$ cat src/rtl/multicycle_ctrl.sv
// multicycle_ctrl
// ---------------
// Moore controller for a shared-resource multicycle MIPS datapath. It has one
// memory, one ALU, and IR/A/B/ALUOut/Data registers. Supported instructions:
// R-type (add/sub/and/or/slt/sllv/srlv/srav), lw, sw, beq, addi and j.
// It stalls on a memory-ready handshake and traps on illegal encodings.
//
// Ports
//   clk          rising-edge clock
//   rst_n        synchronous active-low reset; also gates every strobe low
//   opcode       IR[31:26], stable from the cycle after FETCH completes
//   funct        IR[5:0]
//   zero         ALU zero flag
//   mem_ready    memory completes the current access this cycle
//   mem_req      memory access request
//   iord         0 = PC address, 1 = ALUOut address
//   mem_write    memory write strobe
//   ir_write     IR load enable
//   reg_write    register file write enable
//   reg_dst      1 = rd, 0 = rt
//   mem_to_reg   1 = Data register, 0 = ALUOut
//   alu_src_a    0 = PC, 1 = A
//   alu_src_b    00 = B, 01 = 4, 10 = SignImm, 11 = SignImm<<2
//   alu_control  ALU operation code
//   pc_src       00 = ALUResult, 01 = ALUOut, 10 = jump target
//   pc_en        PC load enable
//   instr_done   one-cycle pulse on the final cycle of each instruction
//   illegal      sticky trap flag
//
// State table
//   state  | meaning
//   FETCH  | read instruction at PC, PC <= PC+4 when memory is ready
//   DECODE | precompute branch target into ALUOut, dispatch on opcode
//   MEMADR | compute A + SignImm for lw/sw
//   MEMRD  | read data memory, wait for mem_ready
//   MEMWB  | write loaded data to rt
//   MEMWR  | write data memory, wait for mem_ready
//   EXEC   | R-type ALU operation A op B
//   ALUWB  | write ALU result to rd
//   BRANCH | compare A - B, load PC from ALUOut when equal
//   ADDIEX | compute A + SignImm
//   ADDIWB | write addi result to rt
//   JUMP   | load PC with jump target
//   TRAP   | illegal encoding seen, absorbing until reset

module multicycle_ctrl #(
    parameter logic [3:0] ADD_CODE = 4'b0010,
    parameter logic [3:0] SUB_CODE = 4'b0110
) (
    input  logic       clk,
    input  logic       rst_n,
    input  logic [5:0] opcode,
    input  logic [5:0] funct,
    input  logic       zero,
    input  logic       mem_ready,
    output logic       mem_req,
    output logic       iord,
    output logic       mem_write,
    output logic       ir_write,
    output logic       reg_write,
    output logic       reg_dst,
    output logic       mem_to_reg,
    output logic       alu_src_a,
    output logic [1:0] alu_src_b,
    output logic [3:0] alu_control,
    output logic [1:0] pc_src,
    output logic       pc_en,
    output logic       instr_done,
    output logic       illegal
);

    typedef enum logic [3:0] {
        S_FETCH  = 4'd0,
        S_DECODE = 4'd1,
        S_MEMADR = 4'd2,
        S_MEMRD  = 4'd3,
        S_MEMWB  = 4'd4,
        S_MEMWR  = 4'd5,
        S_EXEC   = 4'd6,
        S_ALUWB  = 4'd7,
        S_BRANCH = 4'd8,
        S_ADDIEX = 4'd9,
        S_ADDIWB = 4'd10,
        S_JUMP   = 4'd11,
        S_TRAP   = 4'd12
    } state_t;

    localparam logic [5:0] OP_RTYPE = 6'b000000;
    localparam logic [5:0] OP_LW    = 6'b100011;
    localparam logic [5:0] OP_SW    = 6'b101011;
    localparam logic [5:0] OP_BEQ   = 6'b000100;
    localparam logic [5:0] OP_ADDI  = 6'b001000;
    localparam logic [5:0] OP_J     = 6'b000010;

    localparam logic [5:0] FN_ADD  = 6'b100000;
    localparam logic [5:0] FN_SUB  = 6'b100010;
    localparam logic [5:0] FN_AND  = 6'b100100;
    localparam logic [5:0] FN_OR   = 6'b100101;
    localparam logic [5:0] FN_SLT  = 6'b101010;
    localparam logic [5:0] FN_SLLV = 6'b000100;
    localparam logic [5:0] FN_SRLV = 6'b000110;
    localparam logic [5:0] FN_SRAV = 6'b000111;

    // Registered per-state control word. Qualifiers that depend on live
    // inputs (mem_ready, zero, rst_n) are kept as flags and combined at the
    // output so the word itself is a pure function of the state.
    typedef struct packed {
        logic       mem_req;
        logic       iord;
        logic       mem_write;
        logic       fetch;          // ir_write and pc_en follow mem_ready
        logic       reg_write;
        logic       reg_dst;
        logic       mem_to_reg;
        logic       alu_src_a;
        logic [1:0] alu_src_b;
        logic [3:0] alu_control;
        logic [1:0] pc_src;
        logic       pc_write;
        logic       branch;
        logic       done;
        logic       done_on_ready;  // instr_done follows mem_ready
    } ctrl_t;

    state_t state;
    state_t state_nxt;
    ctrl_t  ctrl;

    function automatic logic funct_legal(input logic [5:0] fn);
        case (fn)
            FN_ADD, FN_SUB, FN_AND, FN_OR, FN_SLT,
            FN_SLLV, FN_SRLV, FN_SRAV: funct_legal = 1'b1;
            default:                   funct_legal = 1'b0;
        endcase
    endfunction

    function automatic logic [3:0] alu_for_funct(input logic [5:0] fn);
        case (fn)
            FN_ADD:  alu_for_funct = ADD_CODE;
            FN_SUB:  alu_for_funct = SUB_CODE;
            FN_AND:  alu_for_funct = 4'b0000;
            FN_OR:   alu_for_funct = 4'b0001;
            FN_SLT:  alu_for_funct = 4'b0111;
            FN_SLLV: alu_for_funct = 4'b0011;
            FN_SRLV: alu_for_funct = 4'b0101;
            FN_SRAV: alu_for_funct = 4'b1000;
            default: alu_for_funct = ADD_CODE;
        endcase
    endfunction

    function automatic state_t next_state(input state_t     s,
                                          input logic [5:0] op,
                                          input logic [5:0] fn,
                                          input logic       rdy);
        case (s)
            S_FETCH:  next_state = rdy ? S_DECODE : S_FETCH;
            S_DECODE: begin
                case (op)
                    OP_RTYPE:     next_state = funct_legal(fn) ? S_EXEC : S_TRAP;
                    OP_LW, OP_SW: next_state = S_MEMADR;
                    OP_BEQ:       next_state = S_BRANCH;
                    OP_ADDI:      next_state = S_ADDIEX;
                    OP_J:         next_state = S_JUMP;
                    default:      next_state = S_TRAP;
                endcase
            end
            // Only lw and sw reach MEMADR, so anything but lw is a store.
            S_MEMADR: next_state = (op == OP_LW) ? S_MEMRD : S_MEMWR;
            S_MEMRD:  next_state = rdy ? S_MEMWB : S_MEMRD;
            S_MEMWB:  next_state = S_FETCH;
            S_MEMWR:  next_state = rdy ? S_FETCH : S_MEMWR;
            S_EXEC:   next_state = S_ALUWB;
            S_ALUWB:  next_state = S_FETCH;
            S_BRANCH: next_state = S_FETCH;
            S_ADDIEX: next_state = S_ADDIWB;
            S_ADDIWB: next_state = S_FETCH;
            S_JUMP:   next_state = S_FETCH;
            S_TRAP:   next_state = S_TRAP;
            default:  next_state = S_FETCH;
        endcase
    endfunction

    function automatic ctrl_t decode_ctrl(input state_t s, input logic [5:0] fn);
        ctrl_t c;
        c             = '0;
        c.alu_control = ADD_CODE;
        case (s)
            S_FETCH: begin
                c.mem_req   = 1'b1;
                c.fetch     = 1'b1;
                c.alu_src_b = 2'b01;
            end
            S_DECODE: begin
                c.alu_src_b = 2'b11;
            end
            S_MEMADR: begin
                c.alu_src_a = 1'b1;
                c.alu_src_b = 2'b10;
            end
            S_MEMRD: begin
                c.mem_req = 1'b1;
                c.iord    = 1'b1;
            end
            S_MEMWB: begin
                c.reg_write  = 1'b1;
                c.mem_to_reg = 1'b1;
                c.done       = 1'b1;
            end
            S_MEMWR: begin
                c.mem_req       = 1'b1;
                c.iord          = 1'b1;
                c.mem_write     = 1'b1;
                c.done_on_ready = 1'b1;
            end
            S_EXEC: begin
                c.alu_src_a   = 1'b1;
                c.alu_control = alu_for_funct(fn);
            end
            S_ALUWB: begin
                c.reg_write = 1'b1;
                c.reg_dst   = 1'b1;
                c.done      = 1'b1;
            end
            S_BRANCH: begin
                c.alu_src_a   = 1'b1;
                c.alu_control = SUB_CODE;
                c.pc_src      = 2'b01;
                c.branch      = 1'b1;
                c.done        = 1'b1;
            end
            S_ADDIEX: begin
                c.alu_src_a = 1'b1;
                c.alu_src_b = 2'b10;
            end
            S_ADDIWB: begin
                c.reg_write = 1'b1;
                c.done      = 1'b1;
            end
            S_JUMP: begin
                c.pc_src   = 2'b10;
                c.pc_write = 1'b1;
                c.done     = 1'b1;
            end
            default: ;
        endcase
        return c;
    endfunction

    assign state_nxt = next_state(state, opcode, funct, mem_ready);

    // The control word is loaded from the state being entered, so every
    // Moore output is a flop output in the cycle it applies to.
    always_ff @(posedge clk) begin
        if (!rst_n) begin
            state   <= S_FETCH;
            ctrl    <= decode_ctrl(S_FETCH, funct);
            illegal <= 1'b0;
        end else begin
            state <= state_nxt;
            ctrl  <= decode_ctrl(state_nxt, funct);
            if (state_nxt == S_TRAP) begin
                illegal <= 1'b1;
            end
        end
    end

    // Strobes are gated by rst_n so a reset mid-access can never finish a
    // write in the cycle it is asserted.
    assign mem_req    = rst_n & ctrl.mem_req;
    assign mem_write  = rst_n & ctrl.mem_write;
    assign ir_write   = rst_n & ctrl.fetch & mem_ready;
    assign reg_write  = rst_n & ctrl.reg_write;
    assign pc_en      = rst_n & ((ctrl.fetch & mem_ready) | ctrl.pc_write |
                                 (ctrl.branch & zero));
    assign instr_done = rst_n & (ctrl.done | (ctrl.done_on_ready & mem_ready));

    assign iord        = ctrl.iord;
    assign reg_dst     = ctrl.reg_dst;
    assign mem_to_reg  = ctrl.mem_to_reg;
    assign alu_src_a   = ctrl.alu_src_a;
    assign alu_src_b   = ctrl.alu_src_b;
    assign alu_control = ctrl.alu_control;
    assign pc_src      = ctrl.pc_src;

endmodule
$ cat config.mk
export PLATFORM = sky130hd
export DESIGN_NAME = multicycle_ctrl
export DESIGN_NICKNAME = d
export VERILOG_FILES = /design/src/rtl/multicycle_ctrl.sv
export SDC_FILE = /design/constraint.sdc
export NUM_CORES = 1
export LEC_CHECK = 0
export ABC_CLOCK_PERIOD_IN_PS = 3160
export BUFFER_PORTS_ARGS = -buffer_cell sky130_fd_sc_hd__buf_2
export CAP_MARGIN = 10
export CORE_MARGIN = 2
export CORE_UTILIZATION = 50
export DETAILED_ROUTE_END_ITERATION = 6
export GPL_TIMING_DRIVEN = 1
export PLACE_DENSITY = 0.76
export SYNTH_ARGS = -nofsm -noshare
export SYNTH_HDL_FRONTEND = slang
export SYNTH_SLANG_ARGS = --single-unit
$ cat constraint.sdc
create_clock -name clk -period 3.16 [get_ports clk]
set_input_delay 0.79 -clock clk [delete_from_list [all_inputs] [get_ports clk]]
set_output_delay 0.79 -clock clk [all_outputs]
set_load 0.005 [all_outputs]
==> impl_metrics.env <==
export IMPL_num_rows=18
export IMPL_period_needed_ns=2.59
export IMPL_final_cell_mix="34 x buf_2, 23 x dfxtp_1, 13 x nor2_1, 9 x o21ai_0, 7 x nor3_1"
export IMPL_drive_gt1_frac=0.284
export IMPL_viasPerCell=5.62
export IMPL_routed_wl_mm=2.67
export IMPL_ir_drop_uv=311
export IMPL_critPathKind="in2reg"
export IMPL_htreeDepth=1
export IMPL_critical_path_top_delay_family="compound AO/OA/AOI/OAI gates"
export IMPL_drv_cap=0
export IMPL_finalMaxSlewViolations=0
export IMPL_final_setup_tns_ns=0
export IMPL_hold_violations=0
export IMPL_required_ns=3.37
export IMPL_holdPathStages=2
export IMPL_grt_setup_unrepaired="no"
export IMPL_largest_register="ctrl"
export IMPL_setup_viol=0
export IMPL_min_to="illegal"
export IMPL_hold_buffers=0
export IMPL_cts_root_buf="clkbuf_4"
export IMPL_ant_nets=0
export IMPL_insertion_delay_ns=0.31
export IMPL_async_reset_ff_frac=0
export IMPL_grt_max_degree=16
export IMPL_syn_nets=167
export IMPL_die_h_um=55.6
export IMPL_setup_worst_path_end_class="register"
export IMPL_fin_area_um2=1480
export IMPL_n_antenna_cell=0
export IMPL_grt_pass1_vias=1062
export IMPL_area_growth_pct=10.8
export IMPL_cts_tree="built"
export IMPL_pin_count=35
export IMPL_hold_class="reg2reg"
export IMPL_ctsResizeCount=0
export IMPL_finalClockSkew_ns=0.00337
export IMPL_worstSetupStartpointType="input port"
export IMPL_largest_reg_flops=7
export IMPL_n_fill_cell=217
export IMPL_antenna_found_initial=0
export IMPL_die_area_um2=3090
export IMPL_clk_path_buf_depth=2
export IMPL_slowest_delay_ns=0.42
export IMPL_cts_buffers=3
export IMPL_relSlewSlack=0.648
export IMPL_cp_arrival_ns=2.80
export IMPL_reg2regPathDepth=6
export IMPL_final_common_cell="buf_2"
export IMPL_clock_sinks=23
export IMPL_synth_cell_area_um2=1330
export IMPL_synth_flop_cell="dfxtp_1"
export IMPL_io_buffers=34
export IMPL_synth_warnings=0
export IMPL_total_leakage_power_nw=0.651
export IMPL_synth_edf_count=0
export IMPL_grt_overflow_total=0
export IMPL_initial_utilization=0.533
export IMPL_hpwl_mm=2.09
export IMPL_path_clk_slew_ns=0.11
export IMPL_status="finished, final reports clean"
export IMPL_die_x_um=55.6
export IMPL_r2r_end="ctrl[15]"
export IMPL_nets=193
export IMPL_drt_pre_antenna_iters=5
export IMPL_seq_area_frac_synth=0.346
export IMPL_coreArea_um2=2500
export IMPL_cp_max_fo=7
export IMPL_hp_start="illegal"
export IMPL_worst_path_max_delay_cell="or3_1"
export IMPL_post_cts_buffers=0
export IMPL_avgSynthCellArea_um2=8.82
export IMPL_tightest_slew_ns=0.526
export IMPL_drc=0
export IMPL_postPlaceCellArea_um2=1450
export IMPL_fin_crit_sh=0.821
export IMPL_wl_per_cell_um=13.0
export IMPL_grt_pass1_wl_mm=4.50
export IMPL_ys_ff_latch=23
export IMPL_power_density_nw_per_um2=406
export IMPL_gp_congestion=0.903
export IMPL_vias=1158
export IMPL_grt_util_all_layers=0.177
export IMPL_r2r_start="state[1]"
export IMPL_drtIter0Drc=28
export IMPL_synth_cells=151
export IMPL_reg2reg_slack_ns=0.70
export IMPL_ys_types=54
export IMPL_crit_buf_inv=1
export IMPL_crit_chain="buf_2 -> or3_1 -> o311ai_0 -> a21oi_1 -> a211oi_4 -> nand2b_4 -> nor4_2 -> a2bb2o_1"
export IMPL_fmax_ghz=0.385
## cell usage after synthesis (2+ instances only)
library cell   n  share of area
nand2_1        6          0.017
nor3b_1        3          0.017
o32ai_1        2          0.013
and3b_1        3          0.020
o21bai_1       2          0.011
buf_2          2         0.0075
xnor2_1        3          0.020
inv_1          6          0.017
nor3_1         7          0.026
a211oi_1       2          0.011
and2_1         6          0.028
a21oi_1        5          0.019
nand2b_1       4          0.019
or3_1          2         0.0094
or2_2          2         0.0094
and3_1         2         0.0094
buf_4          8          0.045
nor2b_1        2         0.0094
xor2_1         2          0.013
a31oi_1        2         0.0094
nor2_1        13          0.037
dfxtp_1       23           0.35
o21ai_0        9          0.034
nand3_1        5          0.019
## logic make-up after synthesis
family / Yosys count / synth area share
flip-flops: 23 / 0.346
AO/OA/AOI/OAI: 38 / 0.225
buffers and inverters: 19 / 0.0846
multiplexers: 1 / 0.00846
XOR/XNOR: 5 / 0.0329
AND/OR/NAND/NOR: 65 / 0.304
## layer usage
metal | up-vias | global-route usage | part of all wire
li1 | 589 | - | -
met1 | 535 | 0.221 | 0.47
met2 | 29 | 0.313 | 0.48
met5 | - | 0 | 0
met3 | 5 | 0.0209 | 0.035
met4 | 0 | 0.0627 | 0.016
## worst max path at each step
stage | startpoint | end | slack (ns) | cells past startpoint
after CTS | opcode[2] | alu_control[2] | 0.57 | 8
after detailed placement | opcode[2] | alu_control[2] | 0.25 | 8
after global placement | opcode[2] | alu_control[2] | 0.32 | 8
final | opcode[2] | alu_control[2] | 0.57 | 8
after floorplan | opcode[3] | ctrl[15] | 0.45 | 8
after global routing | opcode[2] | alu_control[2] | 0.37 | 8
## worst register-to-register path: stages (launching register included)
cell and delay, ns:
dfxtp_1 0.45, nor4b_4 0.55, nand2_2 0.13, o32a_1 0.44, or3_4 0.44, and3b_1 0.19
o21a_1 0.17
## where the power goes
part	total, mW	internal, mW	switching, mW
Combinational	0.149	0.0675	0.0812
Sequential	0.321	0.308	0.0123
Clock	0.130	0.0493	0.0807
## area by class of cell
class,count,area [um^2],share of cell area
Timing Repair Buffer,34,170,0.115
Multi-Input combinational cell,109,758,0.514
Clock buffer,4,26.3,0.0178
Sequential cell,23,460,0.312
Inverter,6,22.5,0.0153
Tap cell,30,37.5,0.0254
## through the flow
stage / utilization / cells / hold slack (ns) / power (mW) / setup WS [ns]
floorplan: - / 151 / 0.463 / 0.433 / 0.448
global placement: 0.580 / 202 / 0.450 / 0.470 / 0.321
detailed placement: 0.580 / 202 / 0.458 / 0.475 / 0.253
CTS: 0.590 / 206 / 0.484 / 0.601 / 0.572
global route: 0.590 / 206 / 0.505 / 0.630 / 0.368
finish: 0.590 / 206 / 0.486 / 0.599 / 0.566
No activity file was read; power rests on OpenSTA's default activity.
